[config.mk]
export PLATFORM = sky130hd
export DESIGN_NAME = serial_port
export DESIGN_NICKNAME = d
export VERILOG_FILES = /design/src/rtl/serial_port_pkg.sv /design/src/rtl/serial_port_byte_fifo.sv /design/src/rtl/serial_port.sv
export SDC_FILE = /design/constraint.sdc
export NUM_CORES = 1
export LEC_CHECK = 0
export ABC_AREA = 0
export ABC_CLOCK_PERIOD_IN_PS = 3400
export CAP_MARGIN = 20
export CORE_AREA = 2 2 156 97
export DETAILED_ROUTE_END_ITERATION = 7
export DIE_AREA = 0 0 158 99
export PLACE_DENSITY = 0.7
export SLEW_MARGIN = 20
export SYNTH_ARGS = -nofsm -noshare
export SYNTH_HDL_FRONTEND = slang
export SYNTH_SLANG_ARGS = --single-unit
[constraint.sdc]
create_clock -name clock -period 3.4 [get_ports clock]
set_input_delay 1.02 -clock clock [delete_from_list [all_inputs] [get_ports clock]]
set_output_delay 1.02 -clock clock [all_outputs]
set_load 0.03 [all_outputs]
[src/rtl/serial_port_pkg.sv]
// Shared defaults and width helpers for the serial port and its byte FIFOs.
`default_nettype none

package serial_port_pkg;

  localparam int SERIAL_WIDTH = 8;
  localparam int SERIAL_DEPTH = 8;
  localparam int SERIAL_PTR_W = $clog2(SERIAL_DEPTH);
  localparam int SERIAL_CNT_W = SERIAL_PTR_W + 1;

  // Occupancy must represent 0..depth inclusive, hence one bit wider than a pointer.
  function automatic int serial_cnt_width(input int depth);
    return $clog2(depth) + 1;
  endfunction

endpackage

`default_nettype wire

[src/rtl/serial_port_byte_fifo.sv]
// First-word fall-through byte FIFO; full/empty decisions use the count held at cycle start.
`default_nettype none

module byte_fifo
  import serial_port_pkg::*;
#(
  parameter  int DEPTH = SERIAL_DEPTH,
  parameter  int WIDTH = SERIAL_WIDTH,
  localparam int PTR_W = $clog2(DEPTH),
  localparam int CNT_W = serial_cnt_width(DEPTH)
) (
  input  logic             i_clk,
  input  logic             i_rst_n,
  input  logic             i_push,
  input  logic [WIDTH-1:0] i_data,
  input  logic             i_pop,
  output logic [WIDTH-1:0] o_data,
  output logic             o_valid,
  output logic             o_ready,
  output logic [CNT_W-1:0] o_count
);

  logic [WIDTH-1:0] r_mem [DEPTH];
  logic [PTR_W-1:0] r_wr_ptr;
  logic [PTR_W-1:0] r_rd_ptr;
  logic [CNT_W-1:0] r_count;
  logic [WIDTH-1:0] r_hold;
  logic             r_live;

  logic w_full;
  logic w_empty;
  logic w_do_push;
  logic w_do_pop;

  assign w_full    = (r_count == CNT_W'(DEPTH));
  assign w_empty   = (r_count == '0);
  assign w_do_push = i_push & ~w_full;
  assign w_do_pop  = i_pop & ~w_empty;

  // r_live keeps ready low until the first edge after reset release.
  always_ff @(posedge i_clk or negedge i_rst_n) begin
    if (!i_rst_n) begin
      r_wr_ptr <= '0;
      r_rd_ptr <= '0;
      r_count  <= '0;
      r_hold   <= '0;
      r_live   <= 1'b0;
    end else begin
      r_live <= 1'b1;
      if (w_do_push) begin
        r_wr_ptr <= r_wr_ptr + 1'b1;
      end
      if (w_do_pop) begin
        r_rd_ptr <= r_rd_ptr + 1'b1;
        r_hold   <= r_mem[r_rd_ptr];
      end
      unique case ({w_do_push, w_do_pop})
        2'b10:   r_count <= r_count + 1'b1;
        2'b01:   r_count <= r_count - 1'b1;
        default: r_count <= r_count;
      endcase
    end
  end

  always_ff @(posedge i_clk) begin
    if (w_do_push) begin
      r_mem[r_wr_ptr] <= i_data;
    end
  end

  // When empty the output keeps showing the last byte popped.
  assign o_data  = w_empty ? r_hold : r_mem[r_rd_ptr];
  assign o_valid = ~w_empty;
  assign o_ready = r_live & ~w_full;
  assign o_count = r_count;

endmodule

`default_nettype wire

[src/rtl/serial_port.sv]
// Processor-to-link serial port: an RX and a TX byte FIFO plus sticky error flags.
`default_nettype none

module serial_port
  import serial_port_pkg::*;
#(
  parameter int DEPTH = SERIAL_DEPTH,
  parameter int WIDTH = SERIAL_WIDTH
) (
  input  logic             clock,
  input  logic             reset,
  input  logic [WIDTH-1:0] cpu_data_in,
  input  logic             cpu_wren_in,
  input  logic             cpu_rden_in,
  output logic [WIDTH-1:0] cpu_data_out,
  output logic             cpu_valid_out,
  output logic             cpu_ready_out,
  input  logic [WIDTH-1:0] link_rx_data_in,
  input  logic             link_rx_valid_in,
  output logic             link_rx_ready_out,
  output logic [WIDTH-1:0] link_tx_data_out,
  output logic             link_tx_valid_out,
  input  logic             link_tx_ready_in,
  output logic             tx_drop_out,
  output logic             rx_underrun_out
);

  localparam int CNT_W = serial_cnt_width(DEPTH);

  logic [CNT_W-1:0] w_rx_count;
  logic [CNT_W-1:0] w_tx_count;
  logic             w_rx_empty;
  logic             w_tx_full;
  logic             w_rx_push;
  logic             w_tx_pop;
  logic             r_tx_drop;
  logic             r_rx_underrun;

  assign w_rx_push  = link_rx_valid_in & link_rx_ready_out;
  assign w_tx_pop   = link_tx_valid_out & link_tx_ready_in;
  assign w_rx_empty = (w_rx_count == '0);
  assign w_tx_full  = (w_tx_count == CNT_W'(DEPTH));

  byte_fifo #(
    .DEPTH (DEPTH),
    .WIDTH (WIDTH)
  ) rx_fifo (
    .i_clk   (clock),
    .i_rst_n (reset),
    .i_push  (w_rx_push),
    .i_data  (link_rx_data_in),
    .i_pop   (cpu_rden_in),
    .o_data  (cpu_data_out),
    .o_valid (cpu_valid_out),
    .o_ready (link_rx_ready_out),
    .o_count (w_rx_count)
  );

  // Processor writes go straight in; the FIFO itself discards them when full.
  byte_fifo #(
    .DEPTH (DEPTH),
    .WIDTH (WIDTH)
  ) tx_fifo (
    .i_clk   (clock),
    .i_rst_n (reset),
    .i_push  (cpu_wren_in),
    .i_data  (cpu_data_in),
    .i_pop   (w_tx_pop),
    .o_data  (link_tx_data_out),
    .o_valid (link_tx_valid_out),
    .o_ready (cpu_ready_out),
    .o_count (w_tx_count)
  );

  always_ff @(posedge clock or negedge reset) begin
    if (!reset) begin
      r_tx_drop     <= 1'b0;
      r_rx_underrun <= 1'b0;
    end else begin
      r_tx_drop     <= r_tx_drop | (cpu_wren_in & w_tx_full);
      r_rx_underrun <= r_rx_underrun | (cpu_rden_in & w_rx_empty);
    end
  end

  assign tx_drop_out     = r_tx_drop;
  assign rx_underrun_out = r_rx_underrun;

endmodule

`default_nettype wire
== Yosys cells after proc, flatten, opt, wreduce, memory -nomap -nowiden ==
Memories as Yosys holds them, arrays and structs flattened.
Index checks and enable logic that the tools add are counted.
Word-level totals
  register bits after elaboration: 39
  bits in latches: 0
  RAM bits: 128
  memory bits (read-only): 0
  bits of input ports: 22
  output and inout bits: 22
  word-level logic and storage cells: 55
  memories kept: 2
Memory list
  rx_fifo.r_mem: words 8, width 8, rd ports 1, clocked after memory_dff 0, wr ports 1, line serial_port_byte_fifo.sv:23  | logic [WIDTH-1:0] r_mem [DEPTH];
  tx_fifo.r_mem: words 8, width 8, rd ports 1, clocked after memory_dff 0, wr ports 1, line serial_port_byte_fifo.sv:23
Operators by class
  add/subtract/negate cells: 8
  $mul: 0
  div/mod/pow operators: 0
  order comparisons: 0
  equal/unequal tests: 6
  shift operators: 0
  mux-type cells: 8
  bitwise operators: 16
  reduce and logical (&&, ||, !) cells: 4
Operators with widths (count)
  $mux W8: 2
  $pmux W4 S2: 2
  $add A3 B1 Y3 const B: 4
  $and A1 B1 Y1: 10
  $add A4 B1 Y4 const B: 2
  $eq A4 B4 Y1 const B: 2
  $logic_not A4 Y1: 2
  $sub A4 B1 Y4 const B: 2
  $eq A2 B1 Y1 const B: 2
  $eq A2 B2 Y1 const B: 2
  $mux W1: 4
  $not A1 Y1: 4
  $reduce_bool A2 Y1: 2
  $or A1 B1 Y1: 2

== Longest topological paths before layout ==
Gate-level depths: netlist of run 1.
  depth in word-level cells: 7
  mapped depth: 11
  depth with buffers taken out: 11

== Modules after synthesis ==
Synthesis of run 1 repeated with hierarchy kept, for this count alone.
Unflattened totals
  cell total of the unflattened synthesis: 469
  area total of the unflattened synthesis: 7038.0 um^2
Modules (own cells, without submodules)
  byte_fifo at rx_fifo: instances 1, cells an instance 231, area each 3479.6 um^2, seq. area each 2397.3 um^2
  byte_fifo at tx_fifo: instances 1, cells an instance 230, area each 3468.3 um^2, seq. area each 2397.3 um^2
  serial_port: instances 1, cells an instance 8, area each 90.1 um^2, seq. area each 50.0 um^2

== Least setup slack after synthesis of run 1 ==
No wires, ideal clock.
  path kind: reg-to-output
  start: reg rx_fifo.r_rd_ptr[0]
  end: out cpu_data_out[1]
  arrival: 1.895 ns
  data required time: 2.380 ns
  path slack: 0.485 ns
  cell stages (with the launch flop): 7
  path buffers: 3
  cell sequence: dfrtp_1 buf_4 buf_8 buf_8 mux2i_1 a221o_1 o21ai_0
Between the ends
  word-level cells in the longest chain between the ends: 2
RTL lines
  start: declaration: line serial_port_byte_fifo.sv:25  | logic [PTR_W-1:0] r_rd_ptr;
  start signal: assignment: line serial_port_byte_fifo.sv:54  | r_rd_ptr <= r_rd_ptr + 1'b1;
  $mem_v2 Z8 W8
  $mux W8: line serial_port_byte_fifo.sv:72  | assign o_data = w_empty ? r_hold : r_mem[r_rd_ptr];
  end: declaration: line serial_port.sv:15  | output logic [WIDTH-1:0] cpu_data_out,
Every way passes these cells.

== Worst setup path in the final report of run 1 ==
  start: reg tx_fifo.r_count[1], in the netlist tx_fifo.o_count[1]
  end: out cpu_ready_out
Between the ends
  word-level cells in the longest chain between the ends: 3
RTL lines
  start: declaration: line serial_port_byte_fifo.sv:26  | logic [CNT_W-1:0] r_count;
  start signal: assignment: line serial_port_byte_fifo.sv:58  | 2'b10: r_count <= r_count + 1'b1;
  start signal: assignment: line serial_port_byte_fifo.sv:59  | 2'b01: r_count <= r_count - 1'b1;
  start signal: assignment: line serial_port_byte_fifo.sv:60  | default: r_count <= r_count;
  $eq A4 B4 Y1: line serial_port_byte_fifo.sv:35  | assign w_full = (r_count == CNT_W'(DEPTH));
  $not A1 Y1: line serial_port_byte_fifo.sv:74  | assign o_ready = r_live & ~w_full;
  $and A1 B1 Y1: line serial_port_byte_fifo.sv:74
  end: declaration: line serial_port.sv:17  | output logic cpu_ready_out,
Every way passes these cells.

==> summary.md, run 1 <==
| Metric | Value |
|---|---|
| Crit start category | `flip-flop` |
| Port Buffers | `43` |
| Average cell area after synthesis | `around 15 sq um` |
| Router iterations before antenna repair | `5` |
| Grt total ovfl | `0` |
| Core region area | `around 14,000 sq um` |
| Mapped Area | `around 7000 sq um` |
| Inserted Clock Buffers | `17` |
| PD cells | `921 nW/um^2` |
| Fin crit share | `about 91%` |
| LEAKAGE | `about 3.0 nW` |
| Syn. warnings | `0` |
| Fin. max-slew vios | `0` |
| CTS tree | `yes` |
| CP Capture Point | `cpu_ready_out` |
| Setup tns final | `0 ps` |
| First-pass GRT wire length | `21,900 um` |
| Layout Nets | `approximately 570` |
| Filler cells | `between 1,000 and 1,500` |
| # Max-Cap Violations | `0` |
| Outcome | `finished, final reports clean` |
| Reg2reg end | `tx_fifo.o_count[3]` |
| CP Depth | `3` |
| Hold buffers post-CTS | `0` |
| CP max-delay cell | `clkdlybuf4s50_1` |
| Buf+Inv Stages, Crit Path | `1` |
| Synth area leader | `edfxtp_1` |
| Worst-skew pair later-pin latency | `410 ps` |
| Clock root buffer | `clkbuf_16` |
| Largest net degree at the start of global routing | `40` |
| CP Launch Point | `tx_fifo.o_count[1]` |
| Share of the yosys chip area belonging to registers | `about 70%` |
| Die width | `~160 um` |
| Hpwl dp | `between 9000 and 10,000 um` |
| Clock net sink count | `roughly 170` |
| Starting Density | `49.3%` |
| Slowest cell delay on critical path | `approximately 580 ps` |
| Min-delay src | `tx_drop_out` |
| R2R setup slack | `820 ps` |
| P&R area growth vs syn | `18.2%` |
| DR DRC count | `0` |
| Drt total wl | `roughly 14,000 um` |
| # setup viols final | `0` |
| # IOs | `44` |
| CP Data Required Time | `2380 ps` |
| Initial antenna violation count | `0` |
| Fraction of layout cells with a size suffix above 1 | `approximately a fifth` |
| Post-route ant nets | `0` |
| Fmax | `~320 MHz` |
| Post-CTS Setup Inserts | `0` |
| Crit Path Max Fanout | `4` |
| Tmin final | `about 3100 ps` |
| Synth cell types | `45` |
| GRT Total Usage | `between 10% and 20%` |
| VDD IR-drop max | `just over 0.4 mV` |
| Die Area | `approximately 16,000 sq um` |
| Crit. End Element | `output pin` |
| Crit path kind | `flip-flop to output pin` |
| Vias in the first global route | `3,956` |
| Top post-synthesis cells by area | `edfxtp_1, dfrtp_1, mux2_2, mux2i_1, nand2_1` |
| Worst reg2reg startpoint | `tx_fifo.o_count[1]` |
| H-tree depth | `4` |
| WHS | `460 ps` |
| CP top delay family | `simple AND/OR/NAND/NOR gates` |
| Via count | `slightly above 4,000` |
| Tot Pwr | `~7.6 mW` |
| Routed length per placed instance | `around 19 um` |
| Syn Inst Count | `around 470` |
| Slew HR | `between 40% and 50%` |
| Worst slew pin tran | `approximately 800 ps` |
| Drt via density | `approximately 5.4` |
| Seq cells post-synth | `approximately 170` |
| Clk_skew | `7.42 ps` |
| Critical path arrival | `between 2000 and 2500 ps` |
| Mapped Nets | `between 400 and 500` |
| Final Hold Fails | `0` |
| Unrepaired setup endpoints after global routing | `no` |
| Final GP Congestion | `0.745` |
| Finished Core Util | `58.3%` |
| Row Count | `34` |
| Reg clk slew, reported paths | `about 60 ps` |
| Share of Yosys cell area claimed by the top area cell type | `between 50% and 60%` |
| Critical path cell sequence | `nor4b_2 > and2b_1 > clkdlybuf4s50_1` |
| Antenna diode count | `0` |
| Hold crit path type | `flip-flop to flip-flop` |
| R2R cell count | `8` |
| Initial DRC Count | `around 300` |
| Die Y | `a little under 100 um` |
| CTS resizes | `0` |
| Clock buffer depth | `2` |
[synthesized netlist by cell type, drive strengths merged]
master,count
o21ai,35
edfxtp,128
nand3,3
nor3b,2
fa,1
xnor2,9
nand4b,1
a21oi,3
conb,1
inv,9
nand2,55
and2,1
or4b,1
a21o,2
nor4,4
dfrtp,39
clkbuf,5
a221o,16
ha,10
nand2b,8
buf,12
nand3b,1
nor2,13
or3,1
o311ai,1
a211o,1
nor4b,1
or2,1
a41oi,1
xor2,5
mux2,34
and2b,2
nor2b,2
clkinv,1
nor3,7
o22ai,16
mux2i,33
[metrics by stage]
| stage | worst slack [ps] | cells | cell area (sq um) |
|---|---|---|---|
| floorplan | 485 | 465 | 7010 |
| global placement | 312 | 715 | 7720 |
| detailed placement | 205 | 715 | 7720 |
| CTS | 32.3 | 747 | 8270 |
| global route | 116 | 747 | 8280 |
| finish | 291 | 747 | 8280 |
[how the worst min path moves through the flow]
stage,endpoint,slack (ps),cells after the start
global placement,rx_underrun_out,440,1
floorplan,rx_fifo.r_hold[0],450,2
global route,rx_underrun_out,490,1
detailed placement,tx_drop_out,450,1
CTS,tx_drop_out,470,1
finish,tx_drop_out,460,1
[logic make-up (layout without fill, tap and decap cells)]
family,after synthesis,count (layout),synth area share (%)
xor+xnor,14,14,1.75
fa+ha+maj,11,11,2.07
compound gates,75,75,7.02
buf+inv,27,111,2.57
flops,167,167,68.8
simple gates,103,103,7.55
other cells,1,1,0.0535
mux,67,67,10.2
[cell usage in the layout, fill, tap and decap left out, types with 3 or more instances in the layout]
cell type	synthesis	final
mux2i_1	33	33
clkbuf_1	5	5
o21ai_0	11	11
nand2b_1	8	8
inv_1	5	5
inv_2	4	4
dfrtp_1	39	39
clkbuf_16	0	17
nor2_1	13	13
a21oi_1	3	3
xnor2_1	9	9
clkdlybuf4s50_1	0	25
clkinv_2	0	3
buf_4	3	41
xor2_1	5	5
nand2_1	53	53
clkinvlp_4	0	4
edfxtp_1	128	128
ha_1	10	10
nor3_1	7	7
a221o_1	16	16
mux2_2	34	34
o22ai_1	16	16
o21ai_1	24	24
[cell type report]
type,instances,area (sq um),share of cell area (%)
well taps,198,248,2.99
flip-flops and latches,167,4820,58.2
multi-input cells,271,2010,24.3
inverters,10,37.5,0.453
clock buffers,22,444,5.36
clock inverters,10,109,1.31
repair buffers,69,611,7.37
[sequential cells by signal (all words and copies together), names as in the netlist]
signal,flops
rx_fifo.r_mem,64
tx_fifo.r_live,1
rx_fifo.r_hold,8
tx_fifo.r_rd_ptr,3
tx_fifo.r_wr_ptr,3
rx_fifo.r_rd_ptr,3
rx_underrun_out,1
tx_fifo.o_count,4
tx_fifo.r_mem,64
tx_drop_out,1
rx_fifo.r_wr_ptr,3
tx_fifo.r_hold,8
rx_fifo.o_count,4
[power by group]
part	internal (mW)	total, mW	switching, mW	leakage (nW)
Sequential	2.61	2.90	0.289	1.62
Combinational	1.24	2.90	1.67	1.16
Clock	1.07	1.83	0.751	0.258
[metal layers]
layer / track usage [%] / wire length (um) / vias up
met5: 0 / 0 / -
li1: - / - / 1897
met1: 28.9 / 6730 / 2015
met3: 5.10 / 780 / 8
met2: 28.1 / 6330 / 112
met4: 4.99 / 92 / 0
Power figures use the tool's default switching activity.
==> run 2, diff against run 1 <==
==> constraint.sdc (replaced) <==
create_clock -name clock -period 3.4 [get_ports clock]
set_input_delay 1.02 -clock clock [delete_from_list [all_inputs] [get_ports clock]]
set_output_delay 1.02 -clock clock [all_outputs]
set_load 0.01 [all_outputs]
==> run 2 against run 1 <==
Largest power group unchanged. Design area increased by 2.0%. Highest routed layer unchanged. Sequential share of layout area down 1.1 points. Via count grew 0.82%. Global-route usage is 0.23 points lower. Utilization grew 1.2 points. Combinational power shrank 7.2%. Non-clock buffer count is 5 higher. Sequential power is essentially flat. Critical endpoint is now link_rx_ready_out.
==> summary.md, run 2 (same netlist as run 1, synthesis figures left out) <==
| Metric | Value |
|---|---|
| Critical path arrival | `2230 ps` |
| Area after DPL | `about 7800 sq um` |
| VDD IR-drop max | `~0.40 mV` |
| Hpwl dp | `roughly 9100 um` |
| Hold buffers post-CTS | `0` |
| Clock root buffer | `clkbuf_16` |
| Clock net sink count | `roughly 170` |
| Sw Ratio | `between 30% and 40%` |
| Crit start category | `flip-flop` |
| Slew HR | `between 60% and 70%` |
| Via count | `4,065` |
| PD cells | `878 nW/um^2` |
| Worst slew pin tran | `594 ps` |
| Crit Path Max Fanout | `6` |
| Tmin final | `3250 ps` |
| Outcome | `finished, final reports clean` |
| Unrepaired setup endpoints after global routing | `no` |
| Fin area | `between 8000 and 9000 sq um` |
| CP max-delay cell | `or4b_1` |
| LEAKAGE | `3.18 nW` |
| Sw power | `2.52 mW` |
| Die Y | `99 um` |
| Router iterations before antenna repair | `5` |
| H-tree depth | `4` |
| Critical path cell sequence | `or4b_1 > and2_4 > clkdlybuf4s50_1` |
| Post-route ant nets | `0` |
| Inserted Clock Buffers | `17` |
| Fin crit share | `a little over nine tenths` |
| Flop pwr share | `roughly two fifths` |
| Grt total ovfl | `0` |
| Die width | `roughly 160 um` |
| Row Count | `34` |
| Crit. End Element | `output pin` |
| Drt total wl | `14,200 um` |
| Commonest non-fill, non-tap cell in the layout | `edfxtp_1` |
| # IOs | `44` |
| Clock buffer depth | `2` |
| Tot Pwr | `around 7.4 mW` |
| Most frequent cells in the layout | `edfxtp_1, nand2_1, dfrtp_1` |
| Initial DRC Count | `between 200 and 300` |
| Clock group share of total power | `between 20% and 30%` |
| Fraction of layout cells with a size suffix above 1 | `20.9%` |
| Fmax | `around 310 MHz` |
| Final Hold Fails | `0` |
| Fin. max-slew vios | `0` |
| Post-CTS Setup Inserts | `0` |
| # setup viols final | `0` |
| Internal power consumption | `between 4 and 5 mW` |
| Final GP Congestion | `approximately 0.76` |
| Crit path kind | `flip-flop to output pin` |
| Drt via density | `about 5.4` |
| Slowest cell delay on critical path | `640 ps` |
| Clk_skew | `between 8 and 9 ps` |
| Starting Density | `approximately half` |
| Core region area | `around 14,000 sq um` |
| Finished Core Util | `between 50% and 60%` |
| Routed length per placed instance | `~19 um` |
| # Max-Cap Violations | `0` |
| Vias in the first global route | `roughly 4,000` |
| P&R area growth vs syn | `20.6%` |
| Antenna diode count | `0` |
| Layout Nets | `574` |
| Worst-skew pair later-pin latency | `between 400 and 500 ps` |
| Port Buffers | `43` |
| Logic gate share of total power | `a little over a third` |
| Reg clk slew, reported paths | `70 ps` |
| CTS tree | `yes` |
| First-pass GRT wire length | `between 20,000 and 25,000 um` |
| CP Data Required Time | `2380 ps` |
| Hold crit path type | `flip-flop to flip-flop` |
| Biggest regs | `rx_fifo.r_mem: 64 flops, tx_fifo.r_mem: 64 flops` |
| Filler cells | `approximately 1,100` |
| Initial antenna violation count | `0` |
| Die Area | `between 15,000 and 20,000 sq um` |
| DR DRC count | `0` |
| GRT Total Usage | `between 10% and 20%` |
| Largest net degree at the start of global routing | `35` |
[run 2: worst max-delay path, delay by kind of cell, from the launching register on]
family / cells / cell delay [ps]
and+or+nand+nor: 2 / 850
DFF: 1 / 480
buffers and inverters: 1 / 470
[run 2: layout make-up]
type	instances	area [sq um]	share of cell area, %
Sequential cell	167	4820	57.1
Multi-Input combinational cell	271	2020	23.9
Timing Repair Buffer	74	751	8.89
Clock buffer	17	425	5.04
Tap cell	198	248	2.93
Clock inverter	15	140	1.66
Inverter	10	37.5	0.444
[run 2: path summary, 6_finish.rpt]
path / from / to / slack, ps / cells after the start
max in group asynchronous: reset / rx_fifo.r_rd_ptr[0] / 2190 / 2
min: rx_underrun_out / rx_underrun_out / 460 / 1
min reg2reg: rx_underrun_out / rx_underrun_out / 460 / 1
max: rx_fifo.o_count[2] / link_rx_ready_out / 150 / 3
min in group asynchronous: reset / tx_fifo.r_live / 590 / 1
max reg2reg: tx_fifo.o_count[0] / tx_fifo.o_count[3] / 590 / 8
[run 2: stage by stage]
stage | TNS, ps | setup WS [ps] | hold WS, ps | instances
2_1_floorplan | 0 | 789 | 449 | 465
4_1_cts | -0.272 | -0.272 | 466 | 750
3_5_place_dp | 0 | 163 | 451 | 718
6_report | 0 | 154 | 464 | 752
3_3_place_gp | 0 | 288 | 441 | 718
5_1_grt | 0 | 93.8 | 486 | 752
[run 2: power by group through the flow]
stage | clock network (mW) | registers [mW] | logic [mW]
2_1_floorplan | 0 | 2.87 | 1.76
5_1_grt | 1.92 | 2.97 | 2.94
3_5_place_dp | 0 | 2.93 | 2.64
4_1_cts | 1.83 | 2.90 | 2.69
6_report | 1.81 | 2.92 | 2.69
3_3_place_gp | 0 | 2.90 | 2.57
[run 2: timing repair]
action	CTS	global route
gates cloned	0	2
endpoints found under the setup margin	16	14
resized for setup	11	18
[run 2: per-layer routing]
metal	share of wire [%]	up-vias	track usage [%]
met5	0	-	0
li1	-	1917	-
met1	50	2051	29.4
met2	44	86	26.6
met3	5.1	11	4.88
met4	1.0	0	5.68
